File: src/rtl/input_io_pkg.sv
`default_nettype none
// ============================================================================
// Module   : input_io_pkg
// Purpose  : Shared constants, helper function and event-state type for the
//            input IO capture cell and its synchronizer.
// Revision : 1.0 - initial release
// ============================================================================
package input_io_pkg;

  // Default build parameters of the capture cell
  localparam int c_sync_stages_def = 2;
  localparam int c_filter_len_def  = 4;

  // Legal parameter ranges; out-of-range values are clamped by the cell
  localparam int c_sync_stages_min = 2;
  localparam int c_sync_stages_max = 4;
  localparam int c_filter_len_min  = 1;
  localparam int c_filter_len_max  = 15;

  // Width of a counter able to hold 0..len
  function automatic int cnt_width(input int len);
    return (len < 1) ? 1 : $clog2(len + 1);
  endfunction

  // Pending-event state presented to the fabric
  typedef struct packed {
    logic evt;
    logic pol;
    logic ovf;
  } evt_state_t;

endpackage
`default_nettype wire

File: src/rtl/input_io_capture_if.sv
`default_nettype none
// ============================================================================
// Module   : input_io_capture_if
// Purpose  : Pad/fabric-side signal bundle of the input IO capture cell.
//            slave  = the capture cell, master = pad buffer plus fabric.
// Revision : 1.0 - initial release
// ============================================================================
interface input_io_capture_if;
  logic IP;
  logic IQE;
  logic IACK;
  logic IZ;
  logic IQZ;
  logic EVT;
  logic EVT_POL;
  logic OVF;

  modport slave  (input IP, IQE, IACK, output IZ, IQZ, EVT, EVT_POL, OVF);
  modport master (output IP, IQE, IACK, input IZ, IQZ, EVT, EVT_POL, OVF);
endinterface
`default_nettype wire

File: src/rtl/input_io_capture_io_sync.sv
`default_nettype none
// ============================================================================
// Module   : io_sync
// Purpose  : STAGES-deep flop chain bringing an asynchronous pad level into
//            the capture clock domain. Asynchronous active-high reset to 0.
// Revision : 1.0 - initial release
// ============================================================================
module io_sync #(
  parameter int STAGES = 2
) (
  input  wire logic clk,
  input  wire logic rst,
  input  wire logic d,
  output logic      q
);

  logic [STAGES-1:0] sync_q;
  logic [STAGES-1:0] sync_d;

  generate
    if (STAGES == 1) begin : g_single
      // Single stage: the flop samples the pad directly
      always_comb sync_d = d;
    end else begin : g_chain
      // Shift the pad level one stage further each edge
      always_comb sync_d = {sync_q[STAGES-2:0], d};
    end
  endgenerate

  // Chain register, cleared while reset is held
  always_ff @(posedge clk or posedge rst) begin
    if (rst) sync_q <= '0;
    else     sync_q <= sync_d;
  end

  assign q = sync_q[STAGES-1];

endmodule
`default_nettype wire

File: src/rtl/input_io_capture.sv
`default_nettype none
// ============================================================================
// Module   : input_io_capture
// Purpose  : Input IO cell: pad -> synchronizer -> optional glitch filter ->
//            registered level IQZ, plus a held edge-event flag with acknowledge
//            and overflow indication. IZ is the raw pad level.
// Config   : `define INPUT_IO_FILTER_EN to build the glitch filter; without it
//            IQZ follows the synchronized pad whenever IQE is high.
// Revision : 1.0 - initial release
// ============================================================================
module input_io_capture
  import input_io_pkg::*;
#(
  parameter int SYNC_STAGES = c_sync_stages_def,
  parameter int FILTER_LEN  = c_filter_len_def
) (
  input  wire logic           IQC,
  input  wire logic           QRT,
  input_io_capture_if.slave   io
);

  localparam int c_sync_n =
    (SYNC_STAGES < c_sync_stages_min) ? c_sync_stages_min :
    (SYNC_STAGES > c_sync_stages_max) ? c_sync_stages_max : SYNC_STAGES;

`ifdef INPUT_IO_FILTER_EN
  localparam int c_chain_len = c_sync_n;
`else
  // Without a filter the IQZ flop itself is the final synchronizer stage, so
  // the total flop depth from pad to IQZ stays c_sync_n.
  localparam int c_chain_len = c_sync_n - 1;
`endif

  logic       s;
  logic       iqz_q;
  logic       iqz_d;
  logic       chg;
  evt_state_t evt_q;
  evt_state_t evt_d;

  assign io.IZ = io.IP;

  io_sync #(
    .STAGES (c_chain_len)
  ) u_sync (
    .clk (IQC),
    .rst (QRT),
    .d   (io.IP),
    .q   (s)
  );

`ifdef INPUT_IO_FILTER_EN
  localparam int c_filter_n =
    (FILTER_LEN < c_filter_len_min) ? c_filter_len_min :
    (FILTER_LEN > c_filter_len_max) ? c_filter_len_max : FILTER_LEN;
  localparam int c_cnt_w = cnt_width(c_filter_n);

  logic [c_cnt_w-1:0] cnt_q;
  logic [c_cnt_w-1:0] cnt_d;

  // Accept a new level only after c_filter_n consecutive enabled differing samples
  always_comb begin
    iqz_d = iqz_q;
    cnt_d = '0;
    if (io.IQE && (s != iqz_q)) begin
      if (cnt_q == c_cnt_w'(c_filter_n - 1)) iqz_d = s;
      else                                    cnt_d = cnt_q + c_cnt_w'(1);
    end
  end

  // Filter run-length counter
  always_ff @(posedge IQC or posedge QRT) begin
    if (QRT) cnt_q <= '0;
    else     cnt_q <= cnt_d;
  end
`else
  // Follow the synchronized pad while enabled, hold otherwise
  always_comb begin
    iqz_d = iqz_q;
    if (io.IQE) iqz_d = s;
  end
`endif

  // Registered fabric level
  always_ff @(posedge IQC or posedge QRT) begin
    if (QRT) iqz_q <= 1'b0;
    else     iqz_q <= iqz_d;
  end

  // Event handshake: a level change always raises EVT; an acknowledge on the
  // same edge clears OVF but cannot cancel the new event.
  always_comb begin
    evt_d = evt_q;
    chg   = (iqz_d != iqz_q);
    if (chg) begin
      evt_d.evt = 1'b1;
      evt_d.pol = iqz_d;
      if (io.IACK)        evt_d.ovf = 1'b0;
      else if (evt_q.evt) evt_d.ovf = 1'b1;
    end else if (io.IACK) begin
      evt_d.evt = 1'b0;
      evt_d.ovf = 1'b0;
    end
  end

  // Pending-event register
  always_ff @(posedge IQC or posedge QRT) begin
    if (QRT) evt_q <= '0;
    else     evt_q <= evt_d;
  end

  assign io.IQZ     = iqz_q;
  assign io.EVT     = evt_q.evt;
  assign io.EVT_POL = evt_q.pol;
  assign io.OVF     = evt_q.ovf;

endmodule
`default_nettype wire

File: src/flat_wrapper.sv
// flat-port wrapper written by rule: the top's interface ports become plain ports
module input_io_capture_flat import input_io_pkg::*;
#(
  parameter int SYNC_STAGES = c_sync_stages_def,
  parameter int FILTER_LEN  = c_filter_len_def
)
  (IQC, QRT, io_IP, io_IQE, io_IACK, io_IZ, io_IQZ, io_EVT, io_EVT_POL, io_OVF);
  input_io_capture_if io_i ();
  input  wire logic IQC;
  input  wire logic QRT;
  input wire logic [$bits(io_i.IP)-1:0] io_IP;
  input wire logic [$bits(io_i.IQE)-1:0] io_IQE;
  input wire logic [$bits(io_i.IACK)-1:0] io_IACK;
  output wire logic [$bits(io_i.IZ)-1:0] io_IZ;
  output wire logic [$bits(io_i.IQZ)-1:0] io_IQZ;
  output wire logic [$bits(io_i.EVT)-1:0] io_EVT;
  output wire logic [$bits(io_i.EVT_POL)-1:0] io_EVT_POL;
  output wire logic [$bits(io_i.OVF)-1:0] io_OVF;
  assign io_i.IP = io_IP;
  assign io_i.IQE = io_IQE;
  assign io_i.IACK = io_IACK;
  assign io_IZ = io_i.IZ;
  assign io_IQZ = io_i.IQZ;
  assign io_EVT = io_i.EVT;
  assign io_EVT_POL = io_i.EVT_POL;
  assign io_OVF = io_i.OVF;
  input_io_capture #(.SYNC_STAGES(SYNC_STAGES), .FILTER_LEN(FILTER_LEN)) u_core (.IQC(IQC), .QRT(QRT), .io(io_i));
endmodule
File: config.mk
export PLATFORM = sky130hd
export DESIGN_NAME = input_io_capture_flat
export DESIGN_NICKNAME = d
export VERILOG_FILES = /design/src/rtl/input_io_pkg.sv /design/src/rtl/input_io_capture_if.sv /design/src/rtl/input_io_capture_io_sync.sv /design/src/rtl/input_io_capture.sv /design/src/flat_wrapper.sv
export SDC_FILE = /design/constraint.sdc
export NUM_CORES = 1
export LEC_CHECK = 0
export BUFFER_PORTS_ARGS = -buffer_cell sky130_fd_sc_hd__buf_4
export CORE_AREA = 10 10 47 49
export CTS_CLUSTER_SIZE = 30
export DETAILED_ROUTE_END_ITERATION = 8
export DIE_AREA = 0 0 57 59
export PLACE_DENSITY = 0.32
export SYNTH_ARGS = -nofsm -noshare
export SYNTH_HDL_FRONTEND = slang
export SYNTH_SLANG_ARGS = --single-unit
File: constraint.sdc
create_clock -name IQC -period 1.7 [get_ports IQC]
set_clock_uncertainty 0.1 [all_clocks]
set_input_delay 0.17 -clock IQC [delete_from_list [all_inputs] [get_ports IQC]]
set_output_delay 0.17 -clock IQC [all_outputs]
set_load 0.01 [all_outputs]
==> run metrics <==
worst-path fanout max=2; Worst Setup End Kind=output pin; row cnt=14; clk slew on worst S/H paths=approximately 0.040 ns; antenna diode count=0; Post-CTS Resized=0; Max rail drop VDD=~0.39 mV; Yosys top cell area share=58.8%; Layout Area Growth over Synthesis=59.4%; Initial Util=approximately 15%; Final #Nets=37; Die Span X=57 um; Arrival @ worst endpoint=around 0.97 ns; synth cell count leaders=dfrtp_1, inv_1, nand2b_1; most frequent cell after synthesis=dfrtp_1; r2r worst-path depth=2; top_reg_cell synth=dfrtp_1; FF+latch count, synth=5; # Max-Cap Violations=0; share of cells above drive strength 1=between 40% and 50%; initial antenna violation count=0; max-slew violations=0; core area=roughly 1400 sq um; synth warn=0; worst hold endpoint=u_core.io.OVF; largest net degree at the start of global routing=6; IO buf count=9; H-tree levels=1; I/O pin cnt=10; Leak=0.164 nW; fill count=roughly 160; sequential fraction of the synthesis area=~60%; Slew @ Worst Pin=about 0.23 ns; Synth area leader=dfrtp_1; ranking of synthesized cells by area=dfrtp_1, o41ai_2, nand2b_1; TritonCTS clock tree=done; GRT overflow=0; Die Span Y=~59 um; cts bufs inserted=3; vias in the first global route=between 200 and 250; drt initial violations=2; hold_ws=roughly 0.035 ns; RePlAce Congestion=roughly 0.6; final instance area=339 sq um; synthesized area per cell=roughly 13 sq um; Fin. Hold Viols=0; startpoint types=primary input; Synth async-reset ratio=100%; setup TNS=0 ns; DRC viols=0; top achievable clock speed=between 800 and 900 MHz; first-pass GRT wire length=between 800 and 900 um; Final Setup Violations=0; drt pass-1 iters=2; remaining antenna violation count after routing=0; Die ar.=~3400 sq um; Final Critical Period=between 1 and 1.5 ns; syn_nets=22; DRT Wirelength=between 400 and 500 um; Critical Path RT=around 1.4 ns; Via density=3.51; vias=between 150 and 200; max_slew headroom=around 84%; Reg2Reg Setup Slack=0.71 ns; mapped cell area=between 200 and 250 sq um; Global Route Usage Sum=under 10%; Final period util=72.9%; synthesized netlist cell count=17; reg2reg end=u_core.io.EVT; hold depth=2; clk root buf=clkbuf_4; worst r2r src=u_core.io.IQZ; HP Start=io_IACK; Pwr per Cell Area=between 1000 and 1500 nW/um^2; CTS Sinks=5; HP Class=primary input to flop; placed inst area=between 200 and 300 sq um; RSZ-0062 raised after global routing=false; Yosys cell types=10; outcome=completed; CTS Buffer Depth=2; Post-synth EDFFs=0; critical path class=primary input to output pin; Clock Latency Late Sink=around 0.23 ns; DR WL/cell=a little over 10 um
==> metrics by stage <==
| stage | std cells | worst slack (ns) | power [mW] | util (%) |
|---|---|---|---|---|
| after floorplan | 17 | 0.735 | 0.174 | - |
| after global placement | 41 | 0.733 | 0.208 | 20.9 |
| after detailed placement | 41 | 0.719 | 0.209 | 20.9 |
| after CTS | 47 | 0.456 | 0.352 | 24.2 |
| after global routing | 47 | 0.439 | 0.370 | 24.2 |
| final | 47 | 0.461 | 0.341 | 24.2 |
==> layer usage <==
metal / vias up / routed length [um] / GRT usage, % / share of wire, %
met1: 71 / 246 / 3.83 / 51
met4: 0 / 0 / 2.01 / 0
met3: 0 / 52 / 3.22 / 11
li1: 85 / - / - / -
met2: 9 / 182 / 3.57 / 38
met5: - / 0 / 0 / 0
==> what timing repair did <==
action,in CTS,in global routing
hold buffers,2,0
hold endpoints to repair,6,0
buffers inserted,0,0
==> flip-flops by register name (all words and copies together), names as in the netlist <==
name,flops
u_core.io.EVT_POL,1
u_core.u_sync.q,1
u_core.io.EVT,1
u_core.io.IQZ,1
u_core.io.OVF,1
==> where the power goes <==
part	leakage [nW]	internal, mW	switching (mW)
logic	0.0898	0.0374	0.0285
clock network	0.0150	0.0884	0.0429
registers	0.0595	0.133	0.0107
total	0.164	0.259	0.0822
==> placed cells by master, fill, tap and decap left out, drive strengths merged <==
| cell | instances |
|---|---|
| o41ai | 1 |
| dfrtp | 5 |
| a21oi | 1 |
| inv | 3 |
| buf | 9 |
| o2bb2ai | 1 |
| nand2b | 2 |
| mux2 | 1 |
| o22ai | 1 |
| clkbuf | 4 |
| dlygate4sd3 | 2 |
| xnor2 | 1 |
==> critical path, cell delays in order <==
cell           delay [ns]
dlygate4sd3_1        0.53
buf_4                0.13
buf_4                0.13
==> cells by family after synthesis <==
family,count (synthesis),synth area share (%)
AO/OA/AOI/OAI,4,17.1
XOR/XNOR,1,4.12
buffers and inverters,4,8.82
multiplexers,1,5.29
flip-flops,5,58.8
AND/OR/NAND/NOR,2,5.88
==> worst max-delay path by stage <==
stage,from,endpoint,cells past startpoint
2_1_floorplan,u_core.io.IQZ,u_core.io.EVT,2
3_3_place_gp,u_core.io.IQZ,u_core.io.EVT,2
3_5_place_dp,u_core.io.IQZ,u_core.io.EVT,2
4_1_cts,io_IP,io_IZ,3
5_1_grt,io_IP,io_IZ,3
6_report,io_IP,io_IZ,3
==> final cells by class <==
| class | count | area [sq um] | area share (%) |
|---|---|---|---|
| Timing Repair Buffer | 11 | 87.6 | 25.8 |
| Tap cell | 16 | 20.0 | 5.90 |
| Inverter | 3 | 11.3 | 3.32 |
| Multi-Input combinational cell | 8 | 68.8 | 20.3 |
| Sequential cell | 5 | 125 | 36.9 |
| Clock buffer | 4 | 26.3 | 7.75 |
(Power assumes the default switching activity.)
